<file path="src/rtl/vga_pattern_generator.sv">
// VGA sync timing and test-pattern generator; sync, colour and frameStart leave in the same register stage.
// Define VGA_PATTERN_ANIMATE_EN to scroll modes 0 and 2 diagonally by one pixel per frame.
module vga_pattern_generator #(
  parameter int H_VISIBLE  = 640,
  parameter int H_FRONT    = 16,
  parameter int H_SYNC     = 96,
  parameter int H_BACK     = 48,
  parameter int V_VISIBLE  = 480,
  parameter int V_FRONT    = 10,
  parameter int V_SYNC     = 2,
  parameter int V_BACK     = 33,
  parameter int COLOR_BITS = 4,
  parameter int BAR_WIDTH  = 80
) (
  input  logic                  clk,
  input  logic                  reset,
  input  logic [1:0]            mode,
  output logic                  _hSync,
  output logic                  _vSync,
  output logic [COLOR_BITS-1:0] r,
  output logic [COLOR_BITS-1:0] g,
  output logic [COLOR_BITS-1:0] b,
  output logic                  frameStart,
  output logic [10:0]           x,
  output logic [10:0]           y
);

  localparam int H_TOTAL = H_VISIBLE + H_FRONT + H_SYNC + H_BACK;
  localparam int V_TOTAL = V_VISIBLE + V_FRONT + V_SYNC + V_BACK;

  localparam logic [10:0] H_LAST     = 11'(H_TOTAL - 1);
  localparam logic [10:0] V_LAST     = 11'(V_TOTAL - 1);
  localparam logic [10:0] H_VIS      = 11'(H_VISIBLE);
  localparam logic [10:0] V_VIS      = 11'(V_VISIBLE);
  localparam logic [10:0] H_VIS_LAST = 11'(H_VISIBLE - 1);
  localparam logic [10:0] V_VIS_LAST = 11'(V_VISIBLE - 1);
  localparam logic [10:0] HS_START   = 11'(H_VISIBLE + H_FRONT);
  localparam logic [10:0] HS_END     = 11'(H_VISIBLE + H_FRONT + H_SYNC - 1);
  localparam logic [10:0] VS_START   = 11'(V_VISIBLE + V_FRONT);
  localparam logic [10:0] VS_END     = 11'(V_VISIBLE + V_FRONT + V_SYNC - 1);
  localparam logic [10:0] BAR_LAST   = 11'(BAR_WIDTH - 1);
  localparam logic [COLOR_BITS-1:0] FULL = '1;

  logic [10:0]           h_count;
  logic [10:0]           v_count;
  logic [10:0]           bar_pix;
  logic [2:0]            bar_idx;
  logic [1:0]            active_mode;
  logic [10:0]           px;
  logic [10:0]           py;
  logic                  visible;
  logic                  h_wrap;
  logic                  frame_wrap;
  logic [COLOR_BITS-1:0] r_next;
  logic [COLOR_BITS-1:0] g_next;
  logic [COLOR_BITS-1:0] b_next;

  assign h_wrap     = (h_count == H_LAST);
  assign frame_wrap = h_wrap && (v_count == V_LAST);
  assign visible    = (h_count < H_VIS) && (v_count < V_VIS);
  assign x          = h_count;
  assign y          = v_count;

  always_ff @(posedge clk) begin
    if (reset) begin
      h_count <= '0;
      v_count <= '0;
    end else if (h_wrap) begin
      h_count <= '0;
      v_count <= (v_count == V_LAST) ? 11'd0 : v_count + 11'd1;
    end else begin
      h_count <= h_count + 11'd1;
    end
  end

  // Bar state tracks the pixel currently on h_count, so it is zeroed as the line wraps into hCount==0.
  always_ff @(posedge clk) begin
    if (reset || h_wrap) begin
      bar_pix <= '0;
      bar_idx <= '0;
    end else if (h_count < H_VIS) begin
      if (bar_pix == BAR_LAST) begin
        bar_pix <= '0;
        if (bar_idx != 3'd7) bar_idx <= bar_idx + 3'd1;
      end else begin
        bar_pix <= bar_pix + 11'd1;
      end
    end
  end

  always_ff @(posedge clk) begin
    if (reset)           active_mode <= 2'd0;
    else if (frame_wrap) active_mode <= mode;
  end

`ifdef VGA_PATTERN_ANIMATE_EN
  logic [7:0] frame_count;

  always_ff @(posedge clk) begin
    if (reset)           frame_count <= '0;
    else if (frame_wrap) frame_count <= frame_count + 8'd1;
  end

  assign px = h_count + {3'b000, frame_count};
  assign py = v_count + {3'b000, frame_count};
`else
  assign px = h_count;
  assign py = v_count;
`endif

  always_comb begin
    r_next = '0;
    g_next = '0;
    b_next = '0;
    if (visible) begin
      case (active_mode)
        2'd0: begin
          r_next = COLOR_BITS'(px);
          g_next = COLOR_BITS'(py >> 2);
        end
        2'd1: begin
          r_next = bar_idx[0] ? FULL : '0;
          g_next = bar_idx[1] ? FULL : '0;
          b_next = bar_idx[2] ? FULL : '0;
        end
        2'd2: begin
          if (|((px ^ py) & 11'h020)) begin
            r_next = FULL;
            g_next = FULL;
            b_next = FULL;
          end
        end
        default: begin
          if (h_count == 11'd0 || h_count == H_VIS_LAST ||
              v_count == 11'd0 || v_count == V_VIS_LAST) begin
            r_next = FULL;
            g_next = FULL;
            b_next = FULL;
          end
        end
      endcase
    end
  end

  always_ff @(posedge clk) begin
    if (reset) begin
      r          <= '0;
      g          <= '0;
      b          <= '0;
      _hSync     <= 1'b1;
      _vSync     <= 1'b1;
      frameStart <= 1'b0;
    end else begin
      r          <= r_next;
      g          <= g_next;
      b          <= b_next;
      _hSync     <= !((h_count >= HS_START) && (h_count <= HS_END));
      _vSync     <= !((v_count >= VS_START) && (v_count <= VS_END));
      frameStart <= (h_count == 11'd0) && (v_count == 11'd0);
    end
  end

endmodule
</file>
<file path="config.mk">
export PLATFORM = sky130hd
export DESIGN_NAME = vga_pattern_generator
export DESIGN_NICKNAME = d
export VERILOG_FILES = /design/src/rtl/vga_pattern_generator.sv
export SDC_FILE = /design/constraint.sdc
export NUM_CORES = 1
export LEC_CHECK = 0
export ABC_AREA = 1
export CORE_MARGIN = 2
export CORE_UTILIZATION = 56
export CTS_BUF_LIST = sky130_fd_sc_hd__clkbuf_4
export CTS_CLUSTER_DIAMETER = 100
export DETAILED_ROUTE_END_ITERATION = 10
export PLACE_DENSITY = 0.81
export SLEW_MARGIN = 20
export SYNTH_ARGS = -nofsm -noshare
export SYNTH_HDL_FRONTEND = slang
export SYNTH_SLANG_ARGS = --single-unit
</file>
<file path="constraint.sdc">
create_clock -name clk -period 1.9 [get_ports clk]
set_input_delay 0.475 -clock clk [delete_from_list [all_inputs] [get_ports clk]]
set_output_delay 0.475 -clock clk [all_outputs]
set_load 0.02 [all_outputs]
</file>
==> impl_metrics.py, run 1 <==
metrics = {
    "sta": {
        "relSlewSlack_pct": 67.9,
        "fin_crit_sh_pct": 98.6,
        "worst_pin_slew_ns": 0.478,
        "hold_violations": 0,
        "finalSetupViolCount": 0,
        "fin_skew_ns": 0.00679,
        "period_needed_ns": 1.87,
        "fin_setup_tns_ns": 0,
        "max_freq_mhz": 534,
        "slew_viol_final": 0,
        "grt_setup_unrepaired": "no",
        "fin_hold_ws_ns": 0.504,
    },
    "synthesis": {
        "synth_top_family_by_area": "simple AND/OR/NAND/NOR gates",
        "yosys.area.top_type_share_pct": 38.1,
        "synth_xor_xnor_area_share_pct": 2.00,
        "synth_cell_types": 30,
        "synthTopCellsByArea": "dfxtp_1, nand2_1, nor2_1",
        "synth_ff_type": "dfxtp_1",
        "synth_edf_count": 0,
        "synth_compound_area_share_pct": 10.3,
        "yosys-top-cells-count": "nand2_1, nor2_1, dfxtp_1",
        "ys_seq_elements": 50,
        "synth_seq_area_share_pct": 38.1,
        "yosysMostFrequentCell": "nand2_1",
        "avgSynthCellArea_sq_um": 6.95,
        "synth_cells": 378,
        "muxShareOfSynthArea_pct": 0,
        "synth_top_area_cell": "dfxtp_1",
        "ys.warnings.count": 0,
        "synth_fp_nets": 389,
        "netlist_area_sq_um": 2630,
        "synthSimpleGateAreaFrac_pct": 36.1,
        "synthAdderAreaFrac_pct": 3.33,
        "ys_async_sr_fraction_pct": 0,
    },
    "layout": {
        "layout-drive-gt1-share_pct": 11.6,
        "antenna_cells": 0,
        "fillCellCount": 408,
        "area_growth_pct": 19.2,
        "layoutNonFillerInstCount": 475,
        "finalNetCount": 434,
        "seq_area_sq_um": 1010,
        "multi_input_area_sq_um": 1360,
        "final_cell_area_sq_um": 3130,
    },
    "floorplanning": {
        "num_rows": 24,
        "initial_core_util_pct": 59.1,
        "pin_count": 41,
        "core-area_sq_um": 4440,
        "fp.dieArea_sq_um": 5260,
        "die_x_um": 72.5,
        "die_h_um": 72.5,
    },
    "pwr": {
        "leakagePower_nw": 1.39,
        "pwr-share-seq_pct": 64.5,
        "switchingPower_uw": 417,
        "p_int_mw": 1.25,
        "powerDensity_nw_per_um2": 533,
        "ir_drop_uv": 316,
        "power_frac_comb_pct": 7.1,
        "p_sw_share_pct": 24.9,
        "power_frac_clock_pct": 28.4,
    },
    "grt": {
        "antenna_found_initial": 0,
        "met3_usage_pct": 3.47,
        "grt_pass1_vias": 2177,
        "grtUsageTotal_pct": 24.0,
        "grt_start_max_net_pins": 16,
        "grt_use_met1_pct": 33.7,
        "overflow": 0,
        "grt_pass1_wl_um": 9940,
        "busiest_layer": "met2",
        "grt_use_met2_pct": 38.3,
    },
    "clock_network": {
        "cts_max_path_buffers": 2,
        "cts.sinks": 50,
        "insertion_delay_ns": 0.36,
        "cts_tree": "built",
        "clockRootBuffer": "clkbuf_4",
        "cts_setup_buffers": 0,
        "ctsHoldBuffers": 0,
        "ctsResizeCount": 18,
        "cts.clk_slew.worst_paths_ns": 0.14,
        "cts_buffers": 5,
        "htreeDepth": 2,
    },
    "setup_path": {
        "max_stage_delay_ns": 0.62,
        "path_delay_family": "buffers and inverters",
        "critPathRequiredTime_ns": 1.42,
        "r2r-end": "y[3]",
        "critPathBufInv": 1,
        "r2r-start": "x[0]",
        "worstSetupStartpointType": "flop",
        "cp.arrival_ns": 1.40,
        "critPathSlowestCell": "clkdlybuf4s50_1",
        "crit_chain": "clkdlybuf4s50_1",
        "crit_path_end_kind": "output port",
        "ff2ff_setup_slack_ns": 0.22,
        "worstSetupPathType": "flop to output port",
        "crit_fanout": 4,
        "reg2reg_depth": 8,
    },
    "route": {
        "drc": 0,
        "drt_iter0_drc": 187,
        "first_pass_iters": 4,
        "ant_nets": 0,
        "drt-vias-per-instance": 5.36,
        "drt_wl_total_um": 6160,
        "vias": 2544,
        "wl_per_cell_um": 13.0,
    },
    "worst_hold_path": {
        "min_path_cells": 2,
        "hold_class": "flop to flop",
        "min_from": "bar_idx[2]",
        "hold_end": "bar_idx[2]",
    },
    "run_status": {
        "status": "complete, no violations",
    },
    "place": {
        "gp_congestion": 0.951,
        "dp.cells": 468,
        "dp_hpwl_um": 4730,
        "port_buffers": 40,
        "place_area_sq_um": 3080,
    },
    "job": {
        "cap_viol_max_count": 0,
    },
}
## area by class of cell
type | instances | share of cell area, %
inverter | 53 | 6.35
multi-input combinational | 266 | 43.4
tap | 52 | 2.08
sequential | 50 | 32.1
timing repair buffer | 47 | 14.4
clock inverter | 2 | 0.479
clock buffer | 5 | 1.20
## how the worst max path moves through the flow
stage               cells past startpoint  startpoint         end
floorplan                               9        x[0]        y[7]
global placement                        4       reset  bar_pix[6]
detailed placement                      4       reset  bar_pix[6]
CTS                                     1       y[10]       y[10]
global route                            1        y[7]        y[7]
finish                                  1        y[7]        y[7]
## placed cells by master (no fill, tap or decap), drive strengths merged
cell type / Yosys / final
o211ai: 1 / 1
nor3b: 1 / 1
nand3: 28 / 28
a31oi: 1 / 1
nand2: 68 / 68
clkinvlp: 0 / 2
inv: 53 / 53
a21oi: 35 / 35
nor3: 25 / 25
and3: 1 / 1
nor4: 1 / 1
or2: 3 / 3
dlygate4sd2: 0 / 14
o21ai: 15 / 15
xor2: 5 / 5
dfxtp: 50 / 50
nand4: 14 / 14
ha: 7 / 7
clkdlybuf4s50: 0 / 20
clkbuf: 0 / 5
xnor2: 1 / 1
buf: 9 / 7
nor2: 60 / 60
dlymetal6s2s: 0 / 6
## metal layers
layer  up-vias  share of wire, %
li1       1318                 -
met2        89                44
met5         -                 0
met4         0               1.3
met1      1129                48
met3         8               6.3
## flip-flops by register name, summed over array words and instances (netlist names), 2 cells and up
| name | count |
|---|---|
| active_mode | 2 |
| r | 4 |
| bar_idx | 3 |
| y | 11 |
| g | 4 |
| bar_pix | 11 |
| x | 11 |
## kinds of logic (layout without fill, tap and decap cells)
family | count (synthesis) | in the layout
AND/OR/NAND/NOR | 201 | 201
buffers and inverters | 62 | 107
AO/OA/AOI/OAI | 52 | 52
flip-flops | 50 | 50
adder cells (fa/ha/maj) | 7 | 7
XOR/XNOR | 6 | 6
## stage by stage
| stage | total power, mW | worst slack (ns) | utilization, % |
|---|---|---|---|
| 3_5_place_dp | 1.22 | 0.105 | 69.3 |
| 3_3_place_gp | 1.22 | 0.168 | 69.3 |
| 4_1_cts | 1.68 | 0.00610 | 70.2 |
| 5_1_grt | 1.74 | 0.00154 | 70.5 |
| 2_1_floorplan | 1.17 | 0.277 | - |
| 6_report | 1.67 | 0.0268 | 70.5 |
## power groups by stage
| stage | logic, mW | registers (mW) | clock network [mW] |
|---|---|---|---|
| finish | 0.119 | 1.08 | 0.474 |
| global route | 0.132 | 1.08 | 0.526 |
| CTS | 0.120 | 1.08 | 0.487 |
| detailed placement | 0.123 | 1.10 | 0 |
| global placement | 0.122 | 1.10 | 0 |
| floorplan | 0.0576 | 1.11 | 0 |
## worst register-to-register path, stage by stage, from the launching register on
cell	delay (ns)
dfxtp_1	0.36
ha_1	0.21
nand2_2	0.09
nor2_4	0.18
nand3_2	0.17
nor2_1	0.25
nor2_1	0.13
inv_2	0.13
nor2_1	0.06
(Power assumes the default switching activity.)
==> run 2, diff against run 1 <==
- SETUP_SLACK_MARGIN: unset -> 0.15
==> impl_metrics.py, run 2 (synthesized netlist as in run 1, its figures left out) <==
metrics = {
    "run_status": {
        "status": "complete, no violations",
    },
    "pwr": {
        "ir_drop_uv": 315,
        "powerDensity_nw_per_um2": 535,
        "p_total_mw": 1.67,
        "leakagePower_nw": 1.38,
    },
    "setup_path": {
        "critPathSlowestCell": "dfxtp_1",
        "critPathBufInv": 1,
        "crit_path_end_kind": "output port",
        "path_depth": 1,
        "cp.arrival_ns": 1.21,
        "reg2reg_depth": 8,
        "crit_fanout": 5,
        "cp-startpoint": "x[5]",
        "worstSetupPathType": "flop to output port",
        "max_stage_delay_ns": 0.48,
        "crit_chain": "dlygate4sd2_1",
        "worstSetupStartpointType": "flop",
        "path_delay_family": "flip-flops",
        "critPathRequiredTime_ns": 1.42,
        "r2r-start": "x[5]",
    },
    "grt": {
        "antenna_found_initial": 0,
        "grtUsageTotal_pct": 24.0,
        "grt_start_max_net_pins": 16,
        "overflow": 0,
        "grt_pass1_vias": 2185,
        "grt_pass1_wl_um": 9950,
    },
    "worst_hold_path": {
        "min_from": "bar_idx[2]",
        "min_path_cells": 2,
        "hold_class": "flop to flop",
    },
    "place": {
        "dp_hpwl_um": 4730,
        "pre_cts_slack_ns": 0.105,
        "gp_congestion": 0.951,
        "port_buffers": 40,
    },
    "floorplanning": {
        "die_h_um": 72.5,
        "core-area_sq_um": 4440,
        "fp.dieArea_sq_um": 5260,
        "initial_core_util_pct": 59.1,
        "die_x_um": 72.5,
        "pin_count": 41,
        "num_rows": 24,
    },
    "layout": {
        "layout-drive-gt1-share_pct": 12.3,
        "seq_area_sq_um": 1010,
        "finalNetCount": 434,
        "antenna_cells": 0,
        "multi_input_area_sq_um": 1390,
        "layout_common_cells": "nand2_1, nor2_1, dfxtp_1",
        "final_common_cell": "nand2_1",
        "fillCellCount": 405,
        "area_growth_pct": 18.5,
    },
    "route": {
        "drt_iter0_drc": 200,
        "drt_wl_total_um": 6130,
        "drc": 0,
        "first_pass_iters": 5,
        "drt-vias-per-instance": 5.42,
        "ant_nets": 0,
        "wl_per_cell_um": 12.9,
        "vias": 2574,
    },
    "sta": {
        "hold_violations": 0,
        "grt_setup_unrepaired": "no",
        "fin_skew_ns": 0.00448,
        "fin_ws_ns": 0.217,
        "max_freq_mhz": 594,
        "finalSetupViolCount": 0,
        "slew_viol_final": 0,
        "period_needed_ns": 1.68,
        "relSlewSlack_pct": 67.7,
        "fin_setup_tns_ns": 0,
        "fin_crit_sh_pct": 88.6,
        "worst_pin_slew_ns": 0.481,
    },
    "clock_network": {
        "ctsResizeCount": 41,
        "insertion_delay_ns": 0.36,
        "htreeDepth": 2,
        "clockRootBuffer": "clkbuf_4",
        "cts.sinks": 50,
        "cts_setup_buffers": 0,
        "cts.clk_slew.worst_paths_ns": 0.14,
        "cts_tree": "built",
        "cts_buffers": 5,
        "cts_max_path_buffers": 2,
        "ctsHoldBuffers": 0,
    },
    "job": {
        "cap_viol_max_count": 0,
    },
}
[run 2: cell types whose count changed in the layout (fill, tap and decap cells not counted), sizes merged]
cell           delta
clkdlybuf4s50    -17
dlygate4sd2      +23
dlymetal6s2s      -6
[run 2: per-layer routing]
metal,global-route usage (%),vias to the layer above,wire length (um)
met5,0,-,0
met4,8.23,0,85
met1,33.6,1136,2900
met2,38.1,100,2740
li1,-,1326,-
met3,3.47,12,412
[run 2: path summary, 6_finish.rpt]
| path | end | slack [ns] |
|---|---|---|
| max | x[5] | 0.22 |
| min | bar_idx[2] | 0.51 |
| max reg2reg | bar_pix[6] | 0.29 |
| min reg2reg | bar_idx[2] | 0.51 |
[run 2: power breakdown]
group | total [mW] | switching, mW | internal [mW]
Clock | 0.474 | 0.336 | 0.137
Combinational | 0.116 | 0.0682 | 0.0476
Sequential | 1.08 | 0.0111 | 1.07
Total | 1.67 | 0.416 | 1.25
[run 2: through the flow]
stage | cell area, sq um | util [%] | instances | hold WS (ns)
2_1_floorplan | 2630 | - | 378 | 0.457
3_3_place_gp | 3080 | 69.3 | 468 | 0.477
3_5_place_dp | 3080 | 69.3 | 468 | 0.486
4_1_cts | 3090 | 69.5 | 475 | 0.507
5_1_grt | 3120 | 70.1 | 475 | 0.534
6_report | 3120 | 70.1 | 475 | 0.505
[run 2: final cells by class]
cell class,instances,share of cell area [%]
Multi-Input combinational cell,266,44.5
Sequential cell,50,32.3
Tap cell,52,2.09
Inverter,53,6.39
Clock buffer,5,1.20
Clock inverter,2,0.482
Timing Repair Buffer,47,13.1
[run 2: worst min-delay path: stages (launching register included)]
cell and delay, ns:
dfxtp_1 0.36, nand2_1 0.07, a21oi_1 0.05
